File: src/rtl/sobel_pixel_packer.sv
// sobel_pixel_packer: drains the Sobel pixel FIFO (first-word-fall-through),
// packs four consecutive 8-bit pixels into a 32-bit word (pixel n in [7:0])
// and writes it to the word FIFO with start-of-frame / end-of-line sideband.
// Tracks lane/column/row position and pulses frame_done after each frame.
// Optional: define PACKER_CHECKSUM_EN to add a per-frame pixel-sum output
// (frame_checksum); without it the port and logic are absent.
module sobel_pixel_packer #(
  parameter int IMG_WIDTH   = 720,
  parameter int IMG_HEIGHT  = 540,
  parameter int FRAME_CNT_W = 16
) (
  input  logic                   clk,
  input  logic                   rst,
  output logic                   in_rd_en,
  input  logic                   in_empty,
  input  logic [7:0]             pixel_in,
  output logic                   out_wr_en,
  input  logic                   out_full,
  output logic [31:0]            word_out,
  output logic                   sof_out,
  output logic                   eol_out,
  output logic                   frame_done,
  output logic [FRAME_CNT_W-1:0] frame_count
`ifdef PACKER_CHECKSUM_EN
  ,
  output logic [31:0]            frame_checksum
`endif
);

  localparam int COL_W = (IMG_WIDTH  > 1) ? $clog2(IMG_WIDTH)  : 1;
  localparam int ROW_W = (IMG_HEIGHT > 1) ? $clog2(IMG_HEIGHT) : 1;
  localparam logic [COL_W-1:0] COL_LAST = COL_W'(IMG_WIDTH - 1);
  localparam logic [ROW_W-1:0] ROW_LAST = ROW_W'(IMG_HEIGHT - 1);
  localparam logic [COL_W-1:0] COL_SOF  = COL_W'(3);

  typedef enum logic {
    S_RUN,
    S_FEND
  } state_t;

  state_t           state;
  logic [1:0]       lane;
  logic [COL_W-1:0] col;
  logic [ROW_W-1:0] row;
  logic [7:0]       byte0;
  logic [7:0]       byte1;
  logic [7:0]       byte2;
  logic             rd;
  logic             wr;

  // Read/write strobes and the packed word are combinational so the word is
  // written in the same cycle its fourth pixel is read; rst blanks them.
  always_comb begin
    rd         = 1'b0;
    wr         = 1'b0;
    word_out   = '0;
    sof_out    = 1'b0;
    eol_out    = 1'b0;
    if (!rst && state == S_RUN && !in_empty && (lane != 2'd3 || !out_full)) begin
      rd = 1'b1;
    end
    if (rd && lane == 2'd3) begin
      wr       = 1'b1;
      word_out = {pixel_in, byte2, byte1, byte0};
      sof_out  = (row == '0) && (col == COL_SOF);
      eol_out  = (col == COL_LAST);
    end
    in_rd_en   = rd;
    out_wr_en  = wr;
    frame_done = (state == S_FEND);
  end

  // Position tracking, pixel staging and frame accounting.
  always_ff @(posedge clk or posedge rst) begin
    if (rst) begin
      state       <= S_RUN;
      lane        <= '0;
      col         <= '0;
      row         <= '0;
      byte0       <= '0;
      byte1       <= '0;
      byte2       <= '0;
      frame_count <= '0;
    end else begin
      case (state)
        S_RUN: begin
          if (rd) begin
            if (lane != 2'd3) begin
              case (lane)
                2'd0:    byte0 <= pixel_in;
                2'd1:    byte1 <= pixel_in;
                default: byte2 <= pixel_in;
              endcase
              lane <= lane + 2'd1;
              col  <= col + 1'b1;
            end else begin
              lane <= '0;
              if (col == COL_LAST) begin
                col <= '0;
                if (row == ROW_LAST) begin
                  row         <= '0;
                  frame_count <= frame_count + 1'b1;
                  state       <= S_FEND;
                end else begin
                  row <= row + 1'b1;
                end
              end else begin
                col <= col + 1'b1;
              end
            end
          end
        end
        S_FEND:  state <= S_RUN;
        default: state <= S_RUN;
      endcase
    end
  end

`ifdef PACKER_CHECKSUM_EN
  logic [31:0] csum_acc;

  // Sum every consumed pixel; publish and clear on the frame-end cycle,
  // which never coincides with a read.
  always_ff @(posedge clk or posedge rst) begin
    if (rst) begin
      csum_acc       <= '0;
      frame_checksum <= '0;
    end else if (state == S_FEND) begin
      frame_checksum <= csum_acc;
      csum_acc       <= '0;
    end else if (rd) begin
      csum_acc <= csum_acc + {24'd0, pixel_in};
    end
  end
`endif

endmodule

File: config.mk
export PLATFORM = sky130hd
export DESIGN_NAME = sobel_pixel_packer
export DESIGN_NICKNAME = d
export VERILOG_FILES = /design/src/rtl/sobel_pixel_packer.sv
export SDC_FILE = /design/constraint.sdc
export NUM_CORES = 1
export LEC_CHECK = 0
export ABC_AREA = 0
export BUFFER_PORTS_ARGS = -buffer_cell sky130_fd_sc_hd__clkbuf_2
export CAP_MARGIN = 20
export CORE_MARGIN = 8
export CORE_UTILIZATION = 39
export CTS_CLUSTER_SIZE = 25
export DETAILED_ROUTE_END_ITERATION = 10
export PLACE_DENSITY = 0.64
export SLEW_MARGIN = 25
export SYNTH_ARGS = -nofsm -noshare
export SYNTH_HDL_FRONTEND = slang
export SYNTH_SLANG_ARGS = --single-unit
File: constraint.sdc
create_clock -name clk -period 2.95 [get_ports clk]
set_input_delay 0.59 -clock clk [delete_from_list [all_inputs] [get_ports clk]]
set_output_delay 0.59 -clock clk [all_outputs]
set_load 0.005 [all_outputs]
==> results of run 1 <==
[final cells by class]
| class | instances | area, um^2 | share of cell area (%) |
|---|---|---|---|
| flip-flops and latches | 63 | 1577 | 41.86 |
| multi-input cells | 189 | 1426 | 37.87 |
| repair buffers | 71 | 389.1 | 10.33 |
| clock buffers | 10 | 127.6 | 3.389 |
| well taps | 102 | 127.6 | 3.389 |
| clock inverters | 6 | 85.08 | 2.259 |
| inverters | 9 | 33.78 | 0.8970 |
[routing by layer]
metal | up-vias | GRT usage, %
li1 | 1113 | -
met4 | 0 | 6.728
met2 | 53 | 19.90
met1 | 1127 | 15.53
met5 | - | 0
met3 | 9 | 3.378
[layout by cell type (no fill, tap or decap), types with 2 or more instances in the layout]
master                       netlist  final
sky130_fd_sc_hd__clkbuf_8          0      9
sky130_fd_sc_hd__mux2i_1           4      4
sky130_fd_sc_hd__nand2_1          22     22
sky130_fd_sc_hd__xor2_1            4      4
sky130_fd_sc_hd__xnor2_1          19     19
sky130_fd_sc_hd__nor2_1            7      7
sky130_fd_sc_hd__o31ai_1           3      3
sky130_fd_sc_hd__buf_4             0      5
sky130_fd_sc_hd__clkinvlp_4        0      2
sky130_fd_sc_hd__dfrtp_1          63     63
sky130_fd_sc_hd__nor3_1            3      3
sky130_fd_sc_hd__bufinv_16         0      2
sky130_fd_sc_hd__nand4_1          12     12
sky130_fd_sc_hd__or4_4             2      2
sky130_fd_sc_hd__mux2_2           27     27
sky130_fd_sc_hd__and4_1            3      3
sky130_fd_sc_hd__clkinv_2          0      2
sky130_fd_sc_hd__inv_2             1      2
sky130_fd_sc_hd__inv_1             8      7
sky130_fd_sc_hd__nor4_1            5      5
sky130_fd_sc_hd__ha_1              9      8
sky130_fd_sc_hd__and3_1           38     38
sky130_fd_sc_hd__o21ai_0           8      8
sky130_fd_sc_hd__nand3_1           9      9
sky130_fd_sc_hd__clkbuf_2          0     64
[cell families after synthesis]
kind of cell,count (synthesis)
compound gates,15
xor+xnor,23
fa+ha+maj,9
buf+inv,18
flops,63
mux,31
simple gates,111
[stage by stage]
stage | power [mW] | setup WS [ns] | cells | hold WS [ns] | instance area (um^2)
after global routing | 2.676 | 0.04978 | 450 | 0.4025 | 3766
after detailed placement | 1.729 | 0.4012 | 433 | 0.4690 | 3540
final | 2.506 | 0.1806 | 450 | 0.3565 | 3766
after global placement | 1.703 | 0.4450 | 433 | 0.4633 | 3540
after CTS | 2.537 | 0.06214 | 449 | 0.3682 | 3752
after floorplan | 1.565 | 0.3808 | 270 | 0.4564 | 3068
[flip-flops by register name, summed over array words and instances (netlist names)]
signal,count
frame_count,16
byte1,8
row,10
frame_done,1
col,10
byte0,8
lane,2
byte2,8
[power breakdown]
part	total (mW)	internal [mW]	switching, mW
clock network	0.798	0.473	0.325
logic	0.500	0.262	0.238
registers	1.21	1.08	0.128
[final timing paths]
check | slack, ns | to
min reg2reg | 0.47 | frame_count[15]
max in group asynchronous | 1.99 | col[7]
max | 0.18 | eol_out
min | 0.36 | byte2[3]
max reg2reg | 0.39 | frame_count[9]
min in group clk | 0.47 | frame_count[15]
[worst max-delay path, delay by kind of cell, from the launching register on]
kind / cells / cell delay [ns]
and+or+nand+nor: 2 / 0.37
adders and majority gates: 1 / 0.24
buffers and inverters: 3 / 0.48
DFF: 1 / 0.43
AOI/OAI and AO/OA: 1 / 0.33
[what timing repair did]
item                                    4_1_cts  5_1_grt
endpoints found under the setup margin        0       33
resized for setup                             0        2
buffers inserted                              0        1
==> results_dict.tcl, run 1 <==
set metrics [dict create \
    run_status "finished, final reports clean" \
    grt_start_max_net_pins 44 \
    timing.final.setup_violations 0 \
    largest_fanout_on_the_critical_path 8 \
    syn-num-nets 291 \
    worstPathArrival_ns 2.18 \
    first_global_vias 2375 \
    criticalPathCategory "reg -> out" \
    rsz0062_at_grt "false" \
    critical_path_max_stage_delay_ns 0.43 \
    worst_ir_drop_vdd_mv 0.2393 \
    ios 65 \
    routed_via_density 5.116 \
    hpwlAfterDp_um 4753 \
    cts_buffer_depth 2 \
    maxClockFrequency_mhz 361.1 \
    die_height_um 104.7 \
    worst-endpoint-required_ns 2.36 \
    grt_first_pass_wirelength_um 11520 \
    vias 2302 \
    synth_common_cells "sky130_fd_sc_hd__dfrtp_1 (63), sky130_fd_sc_hd__and3_1 (38), sky130_fd_sc_hd__mux2_2 (27), sky130_fd_sc_hd__nand2_1 (22), sky130_fd_sc_hd__xnor2_1 (19)" \
    post_synth_fa_ha_maj_area_fraction_pct 3.670 \
    finalCritPeriodShare_pct 93.88 \
    areaGrowthSynthToFinish_pct 22.76 \
    ys_async_sr_fraction_pct 100.0 \
    synth-edff-count 0 \
    yosys_register_bits 63 \
    finalWeightedCongestion 0.8128 \
    max_slew_margin_pct 57.41 \
    grt_util_all_layers_pct 12.63 \
    netlist_top_cells_area "sky130_fd_sc_hd__dfrtp_1 (51%), sky130_fd_sc_hd__mux2_2 (9.9%), sky130_fd_sc_hd__and3_1 (7.7%)" \
    finalWirelength_um 6619 \
    fin_util_pct 48.99 \
    synth_top_cell_by_area "sky130_fd_sc_hd__dfrtp_1" \
    synthFlopType "sky130_fd_sc_hd__dfrtp_1" \
    cts-htree-levels 3 \
    post_route_cells_drive_above_1_share_pct 35.63 \
    cts_tree "yes" \
    synth_largest_type_area_fraction_pct 51.39 \
    reg2regPathDepth 5 \
    layout.filler_cells 733 \
    timing.final.max_slew_violations 0 \
    antenna_violating_nets_post_route 0 \
    holdBufCountCts 0 \
    m1WireLength_um 3163 \
    power_density_nw_per_um2 665.3 \
    final_period_minus_worst_setup_slack_ns 2.769 \
    synth_simple_gate_area_share_pct 21.37 \
    cts_buffers 9 \
    synth_warnings 0 \
    clk_root_buffer_cell "sky130_fd_sc_hd__clkbuf_8" \
    post_synth_instance_area_um2 3068 \
    insertedDiodeCount 0 \
    initial_core_util_pct 39.91 \
    core_region_area_um2 7687 \
    critical_r2r_launch "row[2]" \
    fin_setup_tns_ns 0 \
    max-cap-violations 0 \
    port-buffer-count 64 \
    seq_area_frac_synth_pct 51.39 \
    cellLeakagePower_nw 1.947 \
    clk-insertion-delay-late_ns 0.33 \
    max_slew.worst_pin.slew_ns 0.6330 \
    main_combinational_cell_family_by_area_after_synthesis "simple AND/OR/NAND/NOR gates" \
    maxUsedRoutingLayer "met4" \
    detailedRoute.firstIterationViolations 103 \
    synth_cells 270 \
    cp-startpoint "lane[0]" \
    grt_antenna_before_repair 0 \
    die_width_um 104.7 \
    timing.final.hold_violations 0 \
    wl_met2_um 2995 \
    gr-total-overflow 0 \
    synth_cell_types 34 \
    cp_slowest_cell "sky130_fd_sc_hd__dfrtp_1" \
    wire_per_inst_um 14.71 \
    synth_most_common_cell "sky130_fd_sc_hd__dfrtp_1" \
    met3_routed_length_um 353 \
    synth.mux.area_fraction_pct 11.22 \
    compound_cell_area_share_of_the_yosys_netlist_pct 3.589 \
    area_share_of_xor_xnor_cells_in_the_synthesized_design_pct 6.566 \
    core.rowCount 32 \
    remaining_drc_errors 0 \
    cp_cell_sequence "ha_2 -> a2111oi_4 -> buf_4 -> nand4_2 -> or2_1 -> inv_2 -> clkbuf_2" \
    holdCritPathClass "in -> async" \
    dr.pass1.iters 6 \
    cts.reportedPaths.clkPinSlew_ns 0.07 \
    timing.critical_path.from_type "flop" \
    synthesis.area_per_instance_um2 11.36 \
    clock-skew-final_ns 0.01074 \
    clock_sink_count 63 \
    num-nets-final 364 \
    dieArea_um2 10960 \
    cp-end-kind "output port" \
]
No activity file was read; power rests on OpenSTA's default activity.
==> inputs of run 2 (changes only) <==
--- a/config.mk
+++ b/config.mk
@@ -13,6 +13,7 @@
 export CTS_CLUSTER_SIZE = 25
 export DETAILED_ROUTE_END_ITERATION = 10
 export PLACE_DENSITY = 0.64
+export SKIP_CTS_REPAIR_TIMING = 1
 export SLEW_MARGIN = 25
 export SYNTH_ARGS = -nofsm -noshare
 export SYNTH_HDL_FRONTEND = slang
==> constraint.sdc (replaced) <==
create_clock -name clk -period 3.35 [get_ports clk]
set_input_delay 0.67 -clock clk [delete_from_list [all_inputs] [get_ports clk]]
set_output_delay 0.67 -clock clk [all_outputs]
set_load 0.005 [all_outputs]
==> results_dict.tcl, run 2 (same netlist as run 1, synthesis figures left out) <==
set metrics [dict create \
    run_status "finished, final reports clean" \
    critical_path_max_stage_delay_ns 0.45 \
    clk_root_buffer_cell "sky130_fd_sc_hd__clkbuf_8" \
    vias 2287 \
    finalWirelength_um 6537 \
    most_frequent_standard_cell_in_the_layout_excluding_fill_and_tap_cells "sky130_fd_sc_hd__clkbuf_2" \
    clk-insertion-delay-late_ns 0.34 \
    grt_start_max_net_pins 44 \
    max-cap-violations 0 \
    timing.final.hold_violations 0 \
    grt_util_all_layers_pct 12.60 \
    detailedRoute.firstIterationViolations 129 \
    insertedDiodeCount 0 \
    cp_slowest_cell "sky130_fd_sc_hd__a2111oi_4" \
    clock-skew-final_ns 0.007703 \
    postLayoutCellArea_um2 3762 \
    die_width_um 104.7 \
    remaining_drc_errors 0 \
    timing.critical_path.from_type "flop" \
    grt_first_pass_wirelength_um 11440 \
    fin_setup_tns_ns 0 \
    ios 65 \
    hpwlAfterDp_um 4707 \
    cts.reportedPaths.clkPinSlew_ns 0.08 \
    cts-htree-levels 3 \
    num-nets-final 362 \
    criticalPathCategory "reg -> out" \
    holdCritPathClass "in -> async" \
    regMostFlops "frame_count" \
    grt_antenna_before_repair 0 \
    routed_via_density 5.105 \
    layout.cells.most_common_list "sky130_fd_sc_hd__clkbuf_2 (64), sky130_fd_sc_hd__dfrtp_1 (63), sky130_fd_sc_hd__and3_1 (38), sky130_fd_sc_hd__mux2_2 (27), sky130_fd_sc_hd__nand2_1 (22)" \
    gr-total-overflow 0 \
    critical_r2r_launch "row[2]" \
    worstPathArrival_ns 2.42 \
    antenna_violating_nets_post_route 0 \
    finalWeightedCongestion 0.7767 \
    die_height_um 104.7 \
    core_region_area_um2 7687 \
    maxClockFrequency_mhz 323.7 \
    max_reg_flops 16 \
    areaGrowthSynthToFinish_pct 22.63 \
    cts_tree "yes" \
    cp-end-kind "output port" \
    rsz0062_at_grt "false" \
    detailed_place.area_um2 3532 \
    reg.largest.list "frame_count x16, col x10, row x10" \
    cellLeakagePower_nw 1.946 \
    post_route_cells_drive_above_1_share_pct 35.26 \
    critPathTopFamily "simple AND/OR/NAND/NOR gates" \
    finalWorstSetupSlack_ns 0.2609 \
    clock_sink_count 63 \
    cp_num_buf_inv 2 \
    largest_fanout_on_the_critical_path 13 \
    max_slew.worst_pin.slew_ns 0.6295 \
    worst-endpoint-required_ns 2.68 \
    cts_buffer_depth 2 \
    power_density_nw_per_um2 598.3 \
    dr.pass1.iters 4 \
    cp-startpoint "lane[0]" \
    final_period_minus_worst_setup_slack_ns 3.089 \
    cp_cell_sequence "ha_1 -> a2111oi_4 -> nand4_2 -> or2_1 -> inv_2 -> clkbuf_2" \
    port-buffer-count 64 \
    wire_per_inst_um 14.59 \
    initial_core_util_pct 39.91 \
    max_slew_margin_pct 57.65 \
    finalHoldWorstSlack_ns 0.4369 \
    first_global_vias 2366 \
    finalCritPeriodShare_pct 92.21 \
    core.rowCount 32 \
    cts_buffers 9 \
    worst_ir_drop_vdd_mv 0.2206 \
    timing.final.max_slew_violations 0 \
    dieArea_um2 10960 \
    detailedPlace.worstSlack_ns 0.5322 \
    timing.final.setup_violations 0 \
]
[run 2: worst register-to-register path: stages, from the launching register on]
cell                      delay [ns]
sky130_fd_sc_hd__dfrtp_1        0.46
sky130_fd_sc_hd__or4_4          0.57
sky130_fd_sc_hd__or4_4          0.54
sky130_fd_sc_hd__nor4_4         0.52
sky130_fd_sc_hd__nand4_1        0.20
sky130_fd_sc_hd__xnor2_1        0.16
[run 2: cell type report]
class | count | area, um^2
multi-input combinational | 189 | 1424
inverter | 9 | 33.78
sequential | 63 | 1577
clock buffer | 10 | 137.6
clock inverter | 6 | 92.59
timing repair buffer | 69 | 370.4
fill | 735 | 3925
tap | 102 | 127.6
[run 2: per-stage QoR]
step	cells	power [mW]	util [%]
after detailed placement	432	1.518	45.95
after global routing	448	2.404	48.94
after floorplan	270	1.378	-
final	448	2.251	48.94
after CTS	448	2.282	48.94
after global placement	432	1.502	45.95
[run 2: path summary, 6_finish.rpt]
path / endpoint / slack (ns) / cells past startpoint
setup / recovery: eol_out / 0.26 / 6
hold / removal: frame_count[15] / 0.44 / 2
setup reg to reg: frame_count[13] / 0.78 / 5
hold reg to reg: frame_count[15] / 0.48 / 1
max in group asynchronous: row[8] / 2.29 / 3
min in group clk: frame_count[15] / 0.48 / 1
[run 2: report_power, final]
| group | internal [mW] | switching, mW |
|---|---|---|
| combinational | 0.232 | 0.205 |
| sequential | 0.950 | 0.110 |
| clock | 0.443 | 0.311 |
| total | 1.63 | 0.626 |
[run 2: per-layer routing]
metal,global-route usage (%),vias up,wire [um]
met5,0,-,0
met3,4.730,11,424
met4,6.218,0,138
li1,-,1115,-
met1,15.20,1102,2996
met2,19.40,59,2977
